[config.mk]
export PLATFORM = sky130hd
export DESIGN_NAME = uart_port_regs
export DESIGN_NICKNAME = d
export VERILOG_FILES = /design/src/rtl/uart_regs_pkg.sv /design/src/rtl/uart_irq_ctrl.sv /design/src/rtl/uart_port_regs.sv
export SDC_FILE = /design/constraint.sdc
export NUM_CORES = 1
export LEC_CHECK = 0
export CORE_ASPECT_RATIO = 1.5
export CORE_MARGIN = 1
export CORE_UTILIZATION = 35
export DETAILED_ROUTE_END_ITERATION = 8
export DONT_BUFFER_PORTS = 1
export HOLD_SLACK_MARGIN = 0.03
export PLACE_DENSITY = 0.59
export SETUP_SLACK_MARGIN = 0.15
export SYNTH_ARGS = -nofsm -noshare
export SYNTH_HDL_FRONTEND = slang
export SYNTH_HIERARCHICAL = 1
export SYNTH_SLANG_ARGS = --single-unit
[constraint.sdc]
create_clock -name CLK -period 1.96 [get_ports CLK]
set_input_delay 0.392 -clock CLK [delete_from_list [all_inputs] [get_ports CLK]]
set_output_delay 0.392 -clock CLK [all_outputs]
set_load 0.05 [all_outputs]
[src/rtl/uart_regs_pkg.sv]
// Register map constants and control-word layout for the UART port-bus responder.
package uart_regs_pkg;

  localparam int RX_TX_IDX  = 0;
  localparam int STATUS_IDX = 1;
  localparam int CTRL_IDX   = 2;

  localparam int ST_RXRDY = 0;
  localparam int ST_TXRDY = 1;
  localparam int ST_OVF   = 2;

  localparam int CTRL_BAUD_LSB = 0;
  localparam int CTRL_BAUD_W   = 4;
  localparam int CTRL_EIGHT    = 4;
  localparam int CTRL_PEN      = 5;
  localparam int CTRL_OHEL     = 6;
  localparam int CTRL_RXIE     = 7;
  localparam int CTRL_TXIE     = 8;
  localparam int CTRL_W        = 9;

  // Field order mirrors the bit positions above (MSB first).
  typedef struct packed {
    logic                   txie;
    logic                   rxie;
    logic                   ohel;
    logic                   pen;
    logic                   eight;
    logic [CTRL_BAUD_W-1:0] baud_sel;
  } ctrl_t;

endpackage

[src/rtl/uart_irq_ctrl.sv]
// Level interrupt request flop: set and hold until acknowledged; set beats ack.
module uart_irq_ctrl (
  input  logic clk,
  input  logic rst_n,
  input  logic set,
  input  logic ack,
  output logic irq
);

  always_ff @(posedge clk or negedge rst_n) begin
    if (!rst_n)
      irq <= 1'b0;
    else if (set)
      irq <= 1'b1;
    else if (ack)
      irq <= 1'b0;
  end

endmodule

[src/rtl/uart_port_regs.sv]
// UART channel responder on the TramelBlaze port bus: control, TX and RX
// registers, status with clear-on-read, and the processor interrupt line.
module uart_port_regs
  import uart_regs_pkg::*;
(
  input  logic        CLK,
  input  logic        RESET_N,
  input  logic [15:0] READS,
  input  logic [15:0] WRITES,
  input  logic [15:0] OUT_PORT,
  input  logic [7:0]  RX_DATA,
  input  logic        RX_RDY,
  input  logic        TX_DONE,
  input  logic        INTERRUPT_ACK,
  output logic [15:0] IN_PORT,
  output logic [7:0]  TX_DATA,
  output logic        TX_START,
  output logic [3:0]  BAUD_SEL,
  output logic        EIGHT,
  output logic        PEN,
  output logic        OHEL,
  output logic        INTERRUPT
);

  ctrl_t       ctrl_q;
  logic [7:0]  rx_buf;
  logic        rxrdy;
  logic        txrdy;
  logic        ovf;
  logic        rd_rx;
  logic        rd_status;
  logic        tx_accept;
  logic        irq_set;
  logic        unused_bits;

  assign rd_rx     = READS[RX_TX_IDX];
  assign rd_status = READS[STATUS_IDX];
  assign tx_accept = WRITES[RX_TX_IDX] & txrdy;
  assign irq_set   = (RX_RDY & ctrl_q.rxie) | (TX_DONE & ctrl_q.txie);

  // Strobe bits with no register behind them, and write data above the control width.
  assign unused_bits = ^{READS[15:3], WRITES[15:3], WRITES[STATUS_IDX], OUT_PORT[15:CTRL_W]};

  // Lowest set strobe index selects the read source.
  always_comb begin
    IN_PORT = 16'h0000;
    if (READS[RX_TX_IDX])
      IN_PORT = {8'h00, rx_buf};
    else if (READS[STATUS_IDX]) begin
      IN_PORT[ST_RXRDY] = rxrdy;
      IN_PORT[ST_TXRDY] = txrdy;
      IN_PORT[ST_OVF]   = ovf;
    end
    else if (READS[CTRL_IDX])
      IN_PORT = {{(16-CTRL_W){1'b0}}, ctrl_q};
  end

  always_ff @(posedge CLK or negedge RESET_N) begin
    if (!RESET_N) begin
      ctrl_q   <= '0;
      rx_buf   <= 8'h00;
      rxrdy    <= 1'b0;
      ovf      <= 1'b0;
      txrdy    <= 1'b1;
      TX_DATA  <= 8'h00;
      TX_START <= 1'b0;
    end else begin
      TX_START <= tx_accept;

      if (WRITES[CTRL_IDX])
        ctrl_q <= ctrl_t'(OUT_PORT[CTRL_W-1:0]);

      if (tx_accept) begin
        TX_DATA <= OUT_PORT[7:0];
        txrdy   <= 1'b0;
      end else if (TX_DONE)
        txrdy <= 1'b1;

      // A new byte keeps RXRDY set even when the old one is being read.
      if (RX_RDY) begin
        rx_buf <= RX_DATA;
        rxrdy  <= 1'b1;
      end else if (rd_rx)
        rxrdy <= 1'b0;

      if (RX_RDY && rxrdy && !rd_rx)
        ovf <= 1'b1;
      else if (rd_status)
        ovf <= 1'b0;
    end
  end

  assign BAUD_SEL = ctrl_q.baud_sel;
  assign EIGHT    = ctrl_q.eight;
  assign PEN      = ctrl_q.pen;
  assign OHEL     = ctrl_q.ohel;

  uart_irq_ctrl u_irq (
    .clk   (CLK),
    .rst_n (RESET_N),
    .set   (irq_set),
    .ack   (INTERRUPT_ACK),
    .irq   (INTERRUPT)
  );

endmodule

== Word-level counts from Yosys, hierarchy flattened ==
Cells that the tools add are included.
Storage, ports and cells
  flip-flop bits (word level): 30
  output and inout port bits: 33
  logic and storage cells: 36
Cells by class
  mux-type cells: 12
  bitwise gates (word level): 4
  reductions and logical operators: 7
Operators with widths (number)
  16-bit two-way mux: 1
  13-bit two-way mux: 1
  9-bit two-way mux: 1
  1-bit two-way mux: 8
  2-bit nonzero test: 4
  1-bit AND: 3
  3-bit two-way mux: 1
  1-bit logical AND: 2
  1-bit zero test: 1
  1-bit bitwise OR: 1

== Longest topological paths before layout ==
Gate-level depths: netlist of the first run.
  depth after elaboration: 3
  mapped depth: 3

== By module ==
The synthesis of the first run kept the hierarchy.
Modules (own cells, without submodules)
  uart_port_regs: instances 1, cells each 103, area each 1331.3 um2
  uart_irq_ctrl: instances 1, cells each 3, area each 36.3 um2

== Least setup slack after synthesis of the first run ==
No wires, ideal clock.
  kind: register to output
  from: register ctrl_q, in the netlist EIGHT
  to: output port IN_PORT[4]
  data arrival time: 1.811 ns
  data required time: 1.568 ns
  path slack: -0.243 ns
  stages on the path, launching flop included: 3
  path buffers: 0
  path through: dfrtp_1 > nand2b_1 > o21ai_0
On the way
  longest elaborated chain between the ends: 3
Ends and longest elaborated chain
  from (decl): RTL line uart_port_regs.sv:25  | ctrl_t ctrl_q;
  from (signal assigned): RTL line uart_port_regs.sv:71  | ctrl_q <= ctrl_t'(OUT_PORT[CTRL_W-1:0]);
  9-bit two-way mux: RTL line uart_port_regs.sv:54  | else if (READS[CTRL_IDX])
  13-bit two-way mux: RTL line uart_port_regs.sv:49  | else if (READS[STATUS_IDX]) begin
  16-bit two-way mux: RTL line uart_port_regs.sv:47  | if (READS[RX_TX_IDX])
  to (decl): RTL line uart_port_regs.sv:15  | output logic [15:0] IN_PORT,
Every way passes these cells.

== Final worst setup path of the first run ==
  from: register txrdy
  to: output port IN_PORT[1]
On the way
  longest elaborated chain between the ends: 2
Ends and longest elaborated chain
  from (decl): RTL line uart_port_regs.sv:28  | logic txrdy;
  from (signal assigned): RTL line uart_port_regs.sv:64  | txrdy <= 1'b1;
  from (signal assigned): RTL line uart_port_regs.sv:75  | txrdy <= 1'b0;
  from (signal assigned): RTL line uart_port_regs.sv:77  | txrdy <= 1'b1;
  3-bit two-way mux: RTL line uart_port_regs.sv:49
  16-bit two-way mux: RTL line uart_port_regs.sv:47
Every way passes these cells.

==> results of run 1 <==
-- registers in the layout (all words and copies together), names as in the netlist --
name	count
TX_DATA	8
rx_buf	8
BAUD_SEL	4
ctrl_q	2
EIGHT	1
OHEL	1
PEN	1
TX_START	1
ovf	1
rxrdy	1
txrdy	1
u_irq/irq	1
-- per-stage QoR --
step | instance area [um2] | utilization | cells | TNS (ps)
after detailed placement | 1490 | 0.400 | 157 | 0
after global routing | 1610 | 0.432 | 167 | 0
after CTS | 1610 | 0.432 | 167 | 0
after global placement | 1490 | 0.400 | 157 | 0
final | 1610 | 0.432 | 167 | 0
after floorplan | 1410 | - | 112 | -157
-- worst max-delay path: stages (launching register included) --
cell       delay (ps)
dfstp_2           570
a21oi_1            80
a2bb2oi_2         120
buf_4             210
-- final timing paths --
| check | start | endpoint | slack (ps) | cells past startpoint |
|---|---|---|---|---|
| min in group asynchronous | RESET_N | rx_buf[4] | 580 | 2 |
| max in group asynchronous | RESET_N | txrdy | 1140 | 2 |
| hold reg to reg | rx_buf[4] | rx_buf[4] | 510 | 1 |
| hold / removal | RX_RDY | rxrdy | 210 | 1 |
| setup / recovery | txrdy | IN_PORT[1] | 320 | 3 |
| setup reg to reg | txrdy | TX_DATA[2] | 870 | 2 |
-- kinds of logic after synthesis --
group	Yosys count	share of synthesized area
AOI/OAI and AO/OA	16	0.0787
other	1	0.00274
muxes	25	0.206
buffers and inverters	18	0.0860
and+or+nand+nor	16	0.0769
DFF	30	0.550
-- power by group through the flow --
| stage | registers (W) | logic, W | clock network [W] |
|---|---|---|---|
| after global placement | 0.000918 | 0.000339 | 0 |
| after detailed placement | 0.000922 | 0.000347 | 0 |
| after floorplan | 0.000931 | 0.000285 | 0 |
| after CTS | 0.000910 | 0.000367 | 0.000521 |
| after global routing | 0.000920 | 0.000383 | 0.000540 |
| final | 0.000909 | 0.000363 | 0.000503 |
-- layer usage --
layer,part of all wire,wire [um],track usage,vias up
li1,-,-,-,382
met1,0.37,1040,0.163,420
met2,0.53,1480,0.241,38
met3,0.074,205,0.0717,7
met4,0.022,61,0.0868,0
met5,0,0,0,-
-- cells in the mapped netlist --
cell       number  area, um2
dfrtp_1        29        726
inv_2           1       3.75
a21o_1          2       15.0
conb_1          1       3.75
a32o_1          1       10.0
nor3b_1         1       7.51
nand2b_4        1       13.8
nand2_4         1       11.3
dfstp_2         1       26.3
mux2_2         25        282
o21ai_0         5       25.0
a21oi_1         3       15.0
nand2_1         5       18.8
a22o_1          1       8.76
nand2b_1        5       31.3
buf_2           1       5.00
a2bb2oi_1       3       26.3
inv_1           3       11.3
buf_4          13       97.6
o21a_1          1       7.51
nand3b_1        3       22.5
-- final cells by class --
type,count,area share
multi-input combinational,64,0.339
timing repair buffer,18,0.0935
tap,43,0.0335
clock buffer,8,0.0561
sequential,30,0.468
inverter,4,0.00935
==> summary.md, run 1 <==
The flow ran to the end, and the final reports show no timing, DRC or antenna violations. The DRC violations left came out at 0. For the source-to-sink clock delay at the later pin of the worst-skew pair, the log shows 280 ps. The routed design could run at a clock period as short as 1640 ps. The worst setup path is launched from a flip-flop. All-layer global routing usage: 0.153. For this design the total switching power over the nets is 0.000643 W. The die width is 53.0 um. Between clock sinks in the finished design, the worst skew comes to 4.70 ps.

Most common cell after layout, fill and taps aside: dfrtp_1. The congestion estimate from routability-driven global placement came to 0.734. The total power per unit cell area is 1110 mW/mm2, and the final period utilization is 0.838.

Along the worst path, the maximum fanout reaches 3. The run gives 0.283 as the clock network fraction of design power. The worst setup path is captured at an output port. Before CTS, the worst setup slack after placement is 616 ps. The logs give 0.550 for the register area share after synthesis and 0.00137 mm2 for the post-synthesis instance area. The first-pass GRT wire length was 4.42 mm. The detail route stage leaves a number of antenna-violating nets equal to 0.

The total overflow left after global routing is 0. Once the clock tree was built, the setup fixing pass inserted 0 buffers. The distinct cell type count of the synthesized netlist is 21. Before antenna repair, the detailed router went through 4 iterations.

The required time at the worst-slack endpoint is 1570 ps. The run gives 1250 ps as the arrival time reported for the critical path endpoint. During I/O placement, the number of pins put on the boundary was 94.

Yosys printed 6 warnings. For the number of global-route vias before repair, the log shows 908. The ratio of cells with drive above 1 in the final layout works out to 0.452. The min-delay analysis places its worst path in the category primary input to flip-flop. Power comes to 0.00177 W. Area growth from synthesis to layout: 17.4%.

In this run, synthesis produced a sequential element count of 30. The height of the die came out at 78.6 um. Setup repair after global routing left no endpoint under its margin. The worst setup path is of the flip-flop to output port kind.

After clock tree synthesis, the clock-pin slew on the worst setup and hold paths is 60 ps. The tools report the design internal power as 0.00113 W. The die covers 0.00417 mm2. In this run, post-CTS repair resized a total of 0 instances. TritonCTS built the clock tree. Synthesis handed over a netlist of 106 instances. Setup slack on the critical path of the routed design comes to 318 ps.

Based on the critical path, the design can be clocked at up to 609 MHz. Summing all flip-flop and latch instances after layout gives 752 um2. The logs give 0.000668 V for the worst voltage drop across the vdd grid and 0.00372 mm2 for the area of the placeable core. Clock tree synthesis inserted a total of 5 buffers. The tools report the largest buffer count on any clock path as 2. Summed over all cells, the static leakage comes to 0.721 nW. After filler insertion, the fill cell instance count of the layout stands at 362. Detailed placement ended at an HPWL of 2.05 mm. The floorplan has 27 rows.

The logic gate share of total power was 0.205. The H-tree was split into 2 levels. For the final-report hold violation count, the log shows 0. After detailed routing, the number of vias per cell comes to 5.07. The total of endpoints with negative setup slack in the final report was 0; the max-slew violation count was 0. The multi-input combinational cells in the finished layout cover a total of 544 um2. Final hold analysis gives a worst-case slack of 211 ps. For this run, the post-layout net count is 184. For this design, the CTS-stage hold fixing added 2 buffers. The clock net in this run drives a total of 30 sinks. In the layout the commonest cells are dfrtp_1, mux2_2, buf_4, conb_1, clkbuf_8.

The average instance in the mapped netlist occupies 12.9 um2. The tree is rooted in a clkbuf_8. Max-cap violations in this run came to 0. The maximum number of pins on one net before global-route repair came out at 31. Buffers placed on the I/O ports in this run total 0. Routed length per placed instance: 16.7 um. The share of power burned in registers was 0.512; the initial standard-cell utilization of the core was 0.368. For the count of antenna diodes in the layout, the log shows 0.

For the number of antenna violations at the first check in global routing, the log shows 0. The switching part of the total power was 0.363; the overall via count from detail_route was 847. In this run, the number of DRC markers left after iteration 0 of detailed routing was 4. The wire length after detailed routing was 2.79 mm.
No activity file was read; power rests on OpenSTA's default activity.
==> run 2: changes to the inputs <==
- clock period: 1.96 -> 1.65 ns (I/O delays scaled with it)
==> run 2 against run 1 <==
Setup slack got worse by 200 ps. Clock-buffer cell count stayed put. Clock power is 17% higher. Largest cell class unchanged. Critical path type unchanged. Largest power group unchanged. Critical path depth unchanged.
==> summary.md, run 2 (synthesis gave the netlist of run 1 again) <==
The worst voltage drop across the vdd grid is 0.000873 V (was 0.000668 V). The arrival time reported for the critical path endpoint was 1200 ps (was 1250 ps); the maximum number of pins on one net before global-route repair was 31 (unchanged). For the number of placement rows, the log shows 27 (unchanged).

Global route total overflow: 0 (unchanged). The maximum fanout along the worst path was 2 (was 3). Slowest library cell on the worst path: dfstp_2 (unchanged). The final setup TNS is 0 ps (unchanged), and the count of antenna diodes in the layout is 0 (unchanged).

Kind of launch point of the worst setup path: a flip-flop (unchanged). The cell count of the worst reg-to-reg path came out at 3 (was 2). The tools report the number of detailed-routing iterations run before antenna repair as 3 (was 4). The number of buffers inserted during clock tree synthesis is 5 (unchanged), and the total number of clock tree sinks is 30 (unchanged).

For the routability congestion estimate, the log shows 0.709 (was 0.734). The peak per-stage delay on the critical path came out at 540 ps (was 570 ps). The tools report the launch point of the worst hold path as RX_RDY (unchanged). The maximum clock frequency is 652 MHz. The total power per unit cell area is 1290 mW/mm2 (was 1110 mW/mm2). The tools report the wire length after detailed routing as 2.72 mm (was 2.79 mm).

The total of endpoints with negative setup slack in the final report was 0 (unchanged); the number of input and output port buffers inserted was 0 (unchanged). The static leakage was 0.740 nW (was 0.721 nW). The ratio of cells with drive above 1 in the final layout works out to 0.472 (was 0.452).

Chain of cells forming the critical path: a21oi_2 -> a2bb2oi_2 -> buf_12 (was a21oi_1 -> a2bb2oi_2 -> buf_4). Setup repair after global routing could not meet its margin everywhere. The die width was 53.0 um (unchanged). The type of the tightest min-delay check is primary input to flip-flop (unchanged). First-pass GRT wire length: 4.51 mm (was 4.42 mm). The tools report the root buffer cell as clkbuf_8 (unchanged). The number of antenna violations at the first check in global routing was 0 (unchanged); the area growth from synthesis to layout was 21.2% (was 17.4%). The final standard cell area without fillers was 0.00166 mm2 (was 0.00161 mm2). The register clock-pin slew on the reported worst setup and hold paths works out to 60 ps (about the same). The most common cell after layout, fill and taps aside is dfrtp_1 (unchanged). All-layer global routing usage: 0.153 (about the same). For the final-report hold violation count, the log shows 0 (unchanged). The flow ran to the end, and the final reports show no timing, DRC or antenna violations.

The startpoint of the lowest-slack register-to-register path is txrdy (unchanged). The endpoint class of the critical path is an output port (unchanged). The DRC violations left was 0 (unchanged). The initial standard-cell utilization of the core came out at 0.368 (unchanged). The number of H-tree levels came out at 2 (unchanged). The number of cells on the worst hold path was 1 (unchanged); the source-to-sink clock delay at the later pin of the worst-skew pair was 270 ps (was 280 ps). The logs give 10 (was 4) for the initial detailed-routing violation count and 0.00417 mm2 (unchanged) for the area enclosed by the die boundary.

The post-route minimum period works out to 1530 ps. The startpoint of the worst setup timing path was txrdy (unchanged). The final-stage net count came out at 185 (was 184). The worst min-delay path endpoint is rxrdy (unchanged). TritonCTS built the clock tree. The tools report the endpoint of the lowest-slack register-to-register path as TX_DATA[2] (unchanged).

The worst setup slack for register-to-register paths came out at 480 ps (was 870 ps). Most frequent cells in the layout: dfrtp_1, mux2_2, buf_4, conb_1, clkbuf_8 (unchanged). The area after detailed placement is 0.00152 mm2 (was 0.00149 mm2). The run gives 0.00372 mm2 (unchanged) as the area of the placeable core.

The worst setup path category was flip-flop to output port (unchanged). The clock skew after layout is 5.59 ps (was 4.70 ps), and the required time at the worst-slack endpoint is 1320 ps (was 1570 ps). The max-slew violation count was 0 (unchanged); the height of the die was 78.6 um (unchanged). The tools report the remaining number of nets flagged by the antenna check after routing as 0 (unchanged). The I/O pin total is 94 (unchanged). Routed length per placed instance: 16.2 um (was 16.7 um). The number of max-cap violations is 0 (unchanged), and the largest buffer count on any clock path is 2 (unchanged). The overall via count from detail_route is 824 (was 847). The tools report the number of global-route vias before repair as 901 (was 908). The final period utilization works out to 0.930. The number of vias per cell works out to 4.90 (was 5.07).
run 2: cell count changes in the layout (fill, tap and decap cells not counted):
cell,change
buf_4,-2
buf_12,+3
a21oi_2,+2
a21oi_1,-2
run 2: worst max path at each step:
stage | endpoint | slack, ps
global placement | IN_PORT[1] | 360
finish | IN_PORT[1] | 120
detailed placement | IN_PORT[1] | 340
floorplan | IN_PORT[3] | -260
CTS | IN_PORT[1] | 90
global route | IN_PORT[1] | 70
run 2: routing by layer:
layer / share of wire / up-vias / wire length [um] / global-route usage
met5: 0 / - / 0 / 0
met2: 0.52 / 35 / 1430 / 0.241
met4: 0.018 / 0 / 49 / 0.0684
met3: 0.070 / 6 / 190 / 0.0717
li1: - / 386 / - / -
met1: 0.39 / 397 / 1050 / 0.173
run 2: final cells by class:
| class | instances | area (um2) |
|---|---|---|
| Clock buffer | 8 | 90.1 |
| Fill cell | 346 | 2060 |
| Inverter | 4 | 15.0 |
| Multi-Input combinational cell | 64 | 552 |
| Sequential cell | 30 | 752 |
| Tap cell | 43 | 53.8 |
| Timing Repair Buffer | 19 | 195 |
run 2: critical path: cells and delay by family, from the launching register on:
family,cells,cell delay [ps]
flops,1,540
compound gates,2,240
buf+inv,1,160
run 2: per-stage QoR:
| stage | util | hold WS [ps] | total power [W] | setup WS [ps] | instances |
|---|---|---|---|---|---|
| after CTS | 0.445 | 147 | 0.00216 | 85.8 | 168 |
| final | 0.446 | 156 | 0.00213 | 116 | 168 |
| after detailed placement | 0.410 | 35.3 | 0.00153 | 336 | 157 |
| after floorplan | - | 34.4 | 0.00144 | -265 | 112 |
| after global placement | 0.410 | 35.2 | 0.00152 | 357 | 157 |
| after global routing | 0.446 | 148 | 0.00223 | 69.7 | 168 |
run 2: power by group:
| group | leakage (nW) | switching [W] | internal [W] | total, W |
|---|---|---|---|---|
| Sequential | 0.350 | 0.000242 | 0.000835 | 0.00108 |
| Clock | 0.0455 | 0.000249 | 0.000339 | 0.000588 |
| Combinational | 0.344 | 0.000270 | 0.000195 | 0.000466 |
| Total | 0.740 | 0.000761 | 0.00137 | 0.00213 |
run 2: timing repair:
| action | CTS | global route |
|---|---|---|
| pin swaps | 2 | 1 |
| hold buffers | 2 | 0 |
| endpoints found under the setup margin | 1 | 2 |
| endpoints found under the hold margin | 30 | 0 |
| buffers inserted | 1 | 0 |
| resized for setup | 1 | 1 |
